`config.mk`:
```
export PLATFORM = sky130hd
export DESIGN_NAME = alu_74181_serial
export DESIGN_NICKNAME = d
export VERILOG_FILES = /design/src/rtl/alu_74181_serial.sv
export SDC_FILE = /design/constraint.sdc
export NUM_CORES = 1
export LEC_CHECK = 0
export CORE_ASPECT_RATIO = 1.25
export CORE_MARGIN = 2
export CORE_UTILIZATION = 50
export CTS_BUF_LIST = sky130_fd_sc_hd__clkbuf_4
export DETAILED_ROUTE_END_ITERATION = 16
export GPL_ROUTABILITY_DRIVEN = 1
export PLACE_DENSITY = 0.79
export SYNTH_ARGS = -nofsm -noshare
export SYNTH_HDL_FRONTEND = slang
export SYNTH_SLANG_ARGS = --single-unit
export TNS_END_PERCENT = 20
```
`constraint.sdc`:
```
create_clock -name clk -period 7.8 [get_ports clk]
set_input_delay 1.56 -clock clk [delete_from_list [all_inputs] [get_ports clk]]
set_output_delay 1.56 -clock clk [all_outputs]
set_load 0.005 [all_outputs]
```
`src/rtl/alu_74181_serial.sv`:
```
// rtl/alu_74181_serial.sv - slice-serial 74181-style ALU behind a start/busy/done handshake
module alu_74181_serial #(
   parameter int WIDTH   = 16,
   parameter int SLICE_W = 4
) (
   input  logic             clk,
   input  logic             rst,
   input  logic             start,
   input  logic [WIDTH-1:0] a,
   input  logic [WIDTH-1:0] b,
   input  logic [3:0]       s,
   input  logic             m,
   input  logic             cin,
   output logic             busy,
   output logic             done,
   output logic [WIDTH-1:0] f,
   output logic             cout,
   output logic             p_out,
   output logic             g_out,
   output logic             eq
);
   localparam int N  = WIDTH / SLICE_W;
   localparam int KW = (N > 1) ? $clog2(N) : 1;

   localparam logic [1:0] ST_IDLE = 2'd0;
   localparam logic [1:0] ST_RUN  = 2'd1;
   localparam logic [1:0] ST_DONE = 2'd2;

   logic [1:0]         state;
   logic [KW-1:0]      k;
   logic [WIDTH-1:0]   a_r;
   logic [WIDTH-1:0]   b_r;
   logic [WIDTH-1:0]   f_r;
   logic [3:0]         s_r;
   logic               m_r;
   logic               carry_r;
   logic               p_r;
   logic               g_r;

   logic [SLICE_W-1:0] a_sl;
   logic [SLICE_W-1:0] b_sl;
   logic [SLICE_W-1:0] u_sl;
   logic [SLICE_W-1:0] v_sl;
   logic [SLICE_W-1:0] f_sl;
   logic [SLICE_W:0]   gen_sum;
   logic [SLICE_W:0]   sum_sl;
   logic               p_sl;
   logic               g_sl;
   logic               p_next;
   logic               g_next;
   logic [WIDTH-1:0]   f_next;
   logic               accept;
   logic               last;

   assign busy   = (state == ST_RUN);
   assign done   = (state == ST_DONE);
   assign accept = start && (state != ST_RUN);
   assign last   = (state == ST_RUN) && (k == KW'(N - 1));

   // Slice generate is the carry of u+v with no carry in, so G/P stay independent of cin.
   always_comb begin
      a_sl    = a_r[int'(k)*SLICE_W +: SLICE_W];
      b_sl    = b_r[int'(k)*SLICE_W +: SLICE_W];
      u_sl    = a_sl | (b_sl & {SLICE_W{s_r[0]}}) | (~b_sl & {SLICE_W{s_r[1]}});
      v_sl    = (a_sl & ~b_sl & {SLICE_W{s_r[2]}}) | (a_sl & b_sl & {SLICE_W{s_r[3]}});
      gen_sum = {1'b0, u_sl} + {1'b0, v_sl};
      sum_sl  = gen_sum + {{SLICE_W{1'b0}}, carry_r};
      g_sl    = gen_sum[SLICE_W];
      p_sl    = &(u_sl ^ v_sl);
      p_next  = p_sl & p_r;
      g_next  = g_sl | (p_sl & g_r);
      f_sl    = m_r ? ~(u_sl ^ v_sl) : sum_sl[SLICE_W-1:0];
      f_next  = f_r;
      f_next[int'(k)*SLICE_W +: SLICE_W] = f_sl;
   end

   always_ff @(posedge clk) begin
      if (rst) begin
         state   <= ST_IDLE;
         k       <= '0;
         a_r     <= '0;
         b_r     <= '0;
         f_r     <= '0;
         s_r     <= '0;
         m_r     <= 1'b0;
         carry_r <= 1'b0;
         p_r     <= 1'b0;
         g_r     <= 1'b0;
         f       <= '0;
         cout    <= 1'b0;
         p_out   <= 1'b0;
         g_out   <= 1'b0;
         eq      <= 1'b0;
      end else if (accept) begin
         state   <= ST_RUN;
         k       <= '0;
         a_r     <= a;
         b_r     <= b;
         s_r     <= s;
         m_r     <= m;
         carry_r <= cin;
         p_r     <= 1'b1;
         g_r     <= 1'b0;
      end else if (state == ST_RUN) begin
         f_r     <= f_next;
         carry_r <= sum_sl[SLICE_W];
         p_r     <= p_next;
         g_r     <= g_next;
         k       <= k + 1'b1;
         if (last) begin
            state <= ST_DONE;
            k     <= '0;
            f     <= f_next;
            cout  <= ~m_r & sum_sl[SLICE_W];
            p_out <= p_next;
            g_out <= g_next;
            eq    <= &f_next;
         end
      end else begin
         state <= ST_IDLE;
      end
   end
endmodule

```
==> flow_summary_export.csv <==
group,metric,value,unit
yosys,yosysTopAreaCellShare,43.6,%
floorplanning,start_util,52.1,%
clocking,cts.path.max_buffers,2,
critical_path,worst-path-max-fanout,16,
power,intPower,0.613,mW
power,p_leak,1.63,nW
floorplanning,dieArea,8060,sq um
cells_and_area,design_area,4480,sq um
yosys,synth_area_leaders,"dfxtp_1, nand2_1, a21oi_1",
power,total_power,0.843,mW
floorplanning,pin_count,63,
power,power_frac_clock,32.1,%
yosys,synth_ff_type,"dfxtp_1",
clocking,clock_latency,0.43,ns
yosys,yosysUniqueCellTypes,48,
yosys,synth_nets,483,
power,p_sw,0.230,mW
detailed_routing,ant_nets,0,
sta,fin_setup_tns,0,ns
cells_and_area,fin_cells,574,
status,outcome,"complete, no violations",
global_route,grt_usage,22.6,%
yosys,ys_async_sr_fraction,0,%
sta,fin_crit_sh,56.4,%
yosys,synth.area.mux_share,6.36,%
detailed_routing,vias_per_cell,5.58,
sta,fin_crit,4.40,ns
global_route,grt_antenna_before_repair,0,
yosys,synth_area,3680,sq um
sta,relSlewSlack,21.1,%
yosys,yosysSeqAreaShare,43.6,%
detailed_routing,drt_iter0_drc,224,
floorplanning,rows,34,
yosys,synth_common_cells,"nand2_1, dfxtp_1, a21oi_1",
yosys,synth_fa_ha_area_share,4.29,%
clocking,cts_num_sinks,80,
global_route,overflow,0,
sta,tightest_slew,1.18,ns
placed_design,place.gp.congestion,0.928,
yosys,yosys_warnings,0,
flow_run,drv_cap,0,
power,pwr-share-comb,15.7,%
clocking,cts-resized-gates,0,
placed_design,hpwl,6210,microns
sta,grt_setup_unrepaired,"false",
cells_and_area,fin_nets,533,
floorplanning,die_h,99.9,microns
sta,skew,0.0116,ns
detailed_routing,drt_wl_total,8480,microns
critical_path,arrival,4.73,ns
power,p_seq_share,52.2,%
yosys,synth-simple-area-share,21.6,%
critical_path,endpoint_kind,"flip-flop",
global_route,first_global_vias,3186,
sta,fmax,0.227,GHz
cells_and_area,area_growth,21.9,%
global_route,grt_pass1_wl,14300,microns
cells_and_area,antenna_cells,0,
yosys,netlist.top_cell.by_area,"dfxtp_1",
clocking,clk_root_buffer_cell,"clkbuf_4",
clocking,numCtsBuffers,9,
cells_and_area,post_route_cells_drive_above_1_share,8.06,%
hold_path,hp-class,"reg2reg",
power,ir_drop,137,uV
placed_design,portBuffers,62,
power,swShare,27.3,%
detailed_routing,dr_total_vias,3204,
floorplanning,die_x,80.7,microns
yosys,synthXorXnorAreaFrac,1.16,%
critical_path,worst-r2r-setup-slack,3.40,ns
floorplanning,coreArea,7060,sq um
clocking,cts_hold_buffers,0,
critical_path,start_kind,"flip-flop",
clocking,path_clk_slew,0.12,ns
sta,setup_viol_count_final,0,
placed_design,dpl_cell_area,4330,sq um
detailed_routing,firstDrtPassIters,5,
yosys,synth_compound_gate_area_share,19.6,%
critical_path,required,8.13,ns
yosys,synth_edf_count,0,
clocking,cts_tree,"done",
sta,slew_violations,0,
critical_path,worst-setup-path-type,"reg2reg",
placed_design,place_inst,559,
clocking,htreeDepth,3,
detailed_routing,drc,0,
yosys,syn_area_per_cell,8.55,sq um
sta,hold_viol_final,0,
power,power_density,188,nW/um^2
yosys,netlist_instances,430,
yosys,ys_seq_elements,80,
yosys,synth_top_family_by_area,"simple AND/OR/NAND/NOR gates",
global_route,grt_max_degree,81,
detailed_routing,post_drt_wl_per_cell,14.8,microns
clocking,post_cts_buffers,0,
yosys,yosysMostFrequentCell,"nand2_1",
cell type report:
| class | count | area (sq um) |
|---|---|---|
| clock buffers | 9 | 67.6 |
| clock inverters | 6 | 85.1 |
| fillers | 634 | 2580 |
| inverters | 7 | 26.3 |
| multi-input cells | 317 | 1950 |
| flip-flops and latches | 80 | 1600 |
| well taps | 90 | 113 |
| repair buffers | 65 | 638 |
worst paths after layout:
kind	startpoint	end	cells past startpoint
setup / recovery	k[0]	eq	11
hold reg to reg	cout	cout	2
setup reg to reg	k[0]	eq	11
hold / removal	cout	cout	2
layer usage:
metal,up-vias,global-route usage (%),share of wire [%]
li1,1604,-,-
met5,-,0,0
met2,102,39.8,51
met4,0,8.87,2.5
met3,19,6.03,5.5
met1,1479,25.7,41
flip-flops by register name (all words and copies together) (netlist names):
name	cells
a_r	16
b_r	16
carry_r	1
cout	1
eq	1
f	16
f_r	16
g_out	1
g_r	1
k	2
m_r	1
p_out	1
p_r	1
s_r	4
state	2
placed cells by master (no fill, tap or decap), types with 2 or more instances in the layout:
cell type / n
a22oi_2: 2
a32oi_1: 7
a211o_1: 5
bufinv_16: 2
o21ai_0: 2
nor3_1: 3
a31oi_1: 3
and3_1: 2
a21oi_1: 60
clkdlybuf4s50_1: 61
nand2b_1: 3
mux2i_1: 4
and2_1: 2
or3_1: 3
nand3_1: 6
nor2_1: 33
buf_4: 3
nor2b_1: 15
a211oi_1: 19
nor3_2: 2
inv_2: 2
ha_1: 11
xor2_1: 2
mux4_2: 8
nand2_1: 102
dfxtp_1: 80
inv_1: 5
clkbuf_4: 9
a21o_1: 3
per-stage QoR:
stage	worst slack [ns]	hold slack (ns)	utilization [%]
finish	3.40	0.458	63.4
global route	3.05	0.486	63.4
CTS	3.40	0.461	63.4
global placement	3.58	0.439	61.3
detailed placement	3.42	0.444	61.3
floorplan	3.90	0.432	-
cell families (layout without fill, tap and decap cells):
family | Yosys count | count (layout)
simple gates | 177 | 177
compound gates | 111 | 111
flops | 80 | 80
buf+inv | 33 | 87
mux | 13 | 13
fa+ha+maj | 12 | 12
xor+xnor | 4 | 4
power by group through the flow:
stage | clock network (mW) | registers, mW | logic [mW]
3_3_place_gp | 0 | 0.449 | 0.128
6_report | 0.270 | 0.440 | 0.132
5_1_grt | 0.288 | 0.443 | 0.146
2_1_floorplan | 0 | 0.442 | 0.0940
3_5_place_dp | 0 | 0.449 | 0.131
4_1_cts | 0.273 | 0.440 | 0.132
worst max-delay path, stage by stage, from the launching register on:
cell       delay, ns
dfxtp_1         0.90
mux4_2          0.64
a211o_1         0.32
ha_1            0.23
fa_1            0.47
ha_1            0.30
inv_1           0.04
mux2i_2         0.37
a31oi_1         0.17
a2111oi_2       0.36
nand4_1         0.17
o41ai_2         0.35
No activity file was read; power rests on OpenSTA's default activity.
==> RTL change 1 (same flow settings) <==
The parameter `SLICE_W` goes from 4 to 8.
--- a/src/rtl/alu_74181_serial.sv
+++ b/src/rtl/alu_74181_serial.sv
@@ -2,5 +2,5 @@
 module alu_74181_serial #(
    parameter int WIDTH   = 16,
-   parameter int SLICE_W = 4
+   parameter int SLICE_W = 8
 ) (
    input  logic             clk,
Check against the original RTL: not equivalent (a bounded check fails within 4 cycles, from zero or initial values and one cycle with rst high).
==> RTL change 1 against the unedited design <==
Sequential cell count shrank 9; via count increased by 5.4%; clock skew up 5.1 ps; setup slack worse by 29 ps; total power is 6.0% lower; area after synthesis is 0.48% higher; cell area is 0.84% lower; wire length up 4.0%; largest cell class unchanged.
==> RTL change 1: results (changes against the unedited design) <==
metric	value	unit	change
status	completed		unchanged
Total Routing Usage GR	23.2	%	was 22.6%
Pleak	1.72	nW	was 1.63 nW
Critical Path Max Stage Delay	1060	ps	was 900 ps
clk cell area share	2.93	%	was 3.41%
clk buf depth	2		unchanged
Filler Cells Inserted	678		was 634
largest net degree at the start of global routing	73		was 81
non-clk buf share	14.4	%	was 14.2%
Setup crit start	k		was k[0]
dominant cells by area after synthesis	dfxtp_1 (38%), nand2_1 (13%), mux2i_1 (9.8%)		was dfxtp_1 (44%), nand2_1 (10%), a21oi_1 (8.2%)
Hold Path Sink	eq		was cout
clock-pin slew on the worst setup and hold paths	110	ps	
crit path DAT	4710	ps	was 4730 ps
share of cells above drive strength 1	5.59	%	was 8.06%
clk_skew	16.7	ps	was 11.6 ps
fraction of synthesized area in multiplexers	9.76	%	was 6.36%
count of different cell masters after synthesis	56		was 48
area of the multi-input gates	2100	um2	was 1950 um2
Place WS	3400	ps	was 3420 ps
ys async rst share	0	%	unchanged
GPL Wtd Cong	0.895		was 0.928
Sw Pwr	241	uW	was 230 uW
Synth Area in XOR/XNOR	1.42	%	was 1.16%
1st-iter DRT viols	211		was 224
Seq/total area	32.0	%	was 35.8%
Critical Path Fanout Max	22		was 16
first-pass GRT wire length	14700	um	was 14300 um
CP delay by family, top	simple AND/OR/NAND/NOR gates		was compound AO/OA/AOI/OAI gates
sequential element share of the synthesized area	38.5	%	was 43.6%
Hold Slack	455	ps	was 458 ps
sequential cell count	71		was 80
post-route minimum period	4430	ps	was 4400 ps
vias in the first global route	3172		was 3186
compound-gate portion of the synthesized area	19.1	%	was 19.6%
nets	567		was 533
most frequent cells after synthesis	nand2_1 (127), dfxtp_1 (71), a21oi_1 (70)		was nand2_1 (102), dfxtp_1 (80), a21oi_1 (60)
hpwl dp	6560	um	was 6210 um
Worst Tran Pin Value	1090	ps	was 1180 ps
end point of the critical path	f[15]		was eq
via-per-instance ratio	5.53		was 5.58
hold wc startpoint	eq		was cout
inverter count	9		was 7
sum of buffers and inverters on the critical path	0		was 1
drt wl/cell	14.4	um	was 14.8 um
Initial DRT Pass Iterations	5		unchanged
Synth Area in Adders	3.93	%	was 4.29%
FF-to-FF path depth	12		was 11
comb_multi_in	359		was 317
net count after synthesis	524		was 483
Worst VDD drop	0.0885	mV	was 0.137 mV
RTL change 1: power by group through the flow:
stage | combinational (mW) | clock [mW] | sequential [mW]
floorplan | 0.123 | 0 | 0.398
global placement | 0.163 | 0 | 0.408
detailed placement | 0.166 | 0 | 0.409
CTS | 0.167 | 0.230 | 0.401
global route | 0.185 | 0.249 | 0.404
finish | 0.167 | 0.224 | 0.401
RTL change 1: through the flow:
step           cell area (um2)  instances
3_3_place_gp              4310        596
4_1_cts                   4440        611
6_report                  4440        611
5_1_grt                   4440        611
2_1_floorplan             3690        472
3_5_place_dp              4310        596
RTL change 1: per-layer routing:
| layer | share of wire, % | global-route usage, % | vias up |
|---|---|---|---|
| met3 | 3.9 | 5.67 | 22 |
| met2 | 51 | 39.9 | 88 |
| li1 | - | - | 1722 |
| met4 | 3.4 | 10.4 | 0 |
| met1 | 41 | 26.9 | 1546 |
| met5 | 0 | 0 | - |
==> RTL change 2 (same flow settings) <==
Made on the original files. Register the outputs `busy` and `done`; this adds one clock of latency there. The other outputs are not delayed to match.
--- a/src/rtl/alu_74181_serial.sv
+++ b/src/rtl/alu_74181_serial.sv
@@ -53,6 +53,8 @@
    logic               last;
 
-   assign busy   = (state == ST_RUN);
-   assign done   = (state == ST_DONE);
+   always_ff @(posedge clk) begin
+      busy <= (state == ST_RUN);
+      done <= (state == ST_DONE);
+   end
    assign accept = start && (state != ST_RUN);
    assign last   = (state == ST_RUN) && (k == KW'(N - 1));
Check against the original RTL: not equivalent (a bounded check fails within 4 cycles, from zero or initial values and one cycle with rst high).
==> RTL change 2 against the unedited design <==
Sequential cell count rose by 2; combinational power fell by 4%; sequential share of layout area rose by 0.62 points; total power fell by 3.8%; area after synthesis rose by 1.4%; setup slack improved by 8.8 ps; wire length fell by 2.5%; cell area rose by 0.75%; critical endpoint unchanged; largest power group unchanged.
==> RTL change 2: results (changes against the unedited design) <==
metric	value	unit	change
met3 wire length	543	um	was 463 um
post-route minimum period	4390	ps	was 4400 ps
dpl cells	570		was 559
FF-to-FF path depth	12		was 11
1st-iter DRT viols	173		was 224
Place WS	3400	ps	was 3420 ps
Total Routing Usage GR	21.8	%	was 22.6%
crit path DAT	4770	ps	was 4730 ps
routed wl met2	3930	um	was 4300 um
net count after synthesis	490		was 483
sequential element share of the synthesized area	44.0	%	was 43.6%
status	completed		unchanged
nets	542		was 533
Worst Tran Pin Value	1190	ps	was 1180 ps
count of different cell masters after synthesis	49		was 48
hold path cells	1		was 2
grt met3 use	5.65	%	was 6.03%
hold wc startpoint	state[0]		was cout
Layout Cells excl Fill	585		was 574
Post-Route M1 WL	3490	um	was 3510 um
vias in the first global route	3064		was 3186
Hold Path Sink	done		was cout
grt met2 use	35.8	%	was 39.8%
CP delay by family, top	adder cells		was compound AO/OA/AOI/OAI gates
first-pass GRT wire length	13700	um	was 14300 um
most frequent cells after synthesis	nand2_1 (104), dfxtp_1 (82), a21oi_1 (61)		was nand2_1 (102), dfxtp_1 (80), a21oi_1 (60)
Avg Cell Area, Syn	8.53	um2	was 8.55 um2
Initial DRT Pass Iterations	7		was 5
share of cells above drive strength 1	7.51	%	was 8.06%
via-per-instance ratio	5.58		about the same
Critical Path Max Stage Delay	820	ps	was 900 ps
GRT met1 Usage	25.4	%	was 25.7%
Pleak	1.74	nW	was 1.63 nW
Hold Slack	422	ps	was 458 ps
hpwl dp	5880	um	was 6210 um
GPL Wtd Cong	0.925		was 0.928
largest net degree at the start of global routing	58		was 81
drt total wl	8270	um	was 8480 um
H-Tree Depth	3		unchanged
Worst VDD drop	0.0911	mV	was 0.137 mV
Critical Path Fanout Max	14		was 16
dominant cells by area after synthesis	dfxtp_1 (44%), nand2_1 (10%), a21oi_1 (8.2%)		unchanged
[RTL change 2: report_power, final]
group,leakage (nW),internal (mW),total [mW],switching [mW]
combinational,0.995,0.0582,0.127,0.0686
sequential,0.668,0.434,0.447,0.0125
clock,0.0741,0.101,0.237,0.135
total,1.74,0.594,0.810,0.216
[RTL change 2: logic make-up after synthesis]
logic type / after synthesis / share of synthesized area, %
AOI/OAI and AO/OA: 115 / 18.8
buffers and inverters: 35 / 3.62
xor gates and xnor gates: 6 / 1.98
and+or+nand+nor: 172 / 20.3
adders and majority gates: 12 / 4.23
muxes: 15 / 7.08
DFF: 82 / 44.0
[RTL change 2: layout make-up]
type / count / area (um2)
Tap cell: 92 / 115
Clock buffer: 11 / 82.6
Multi-Input combinational cell: 320 / 1950
Fill cell: 650 / 2800
Sequential cell: 82 / 1640
Timing Repair Buffer: 64 / 631
Clock inverter: 4 / 43.8
Inverter: 12 / 45.0
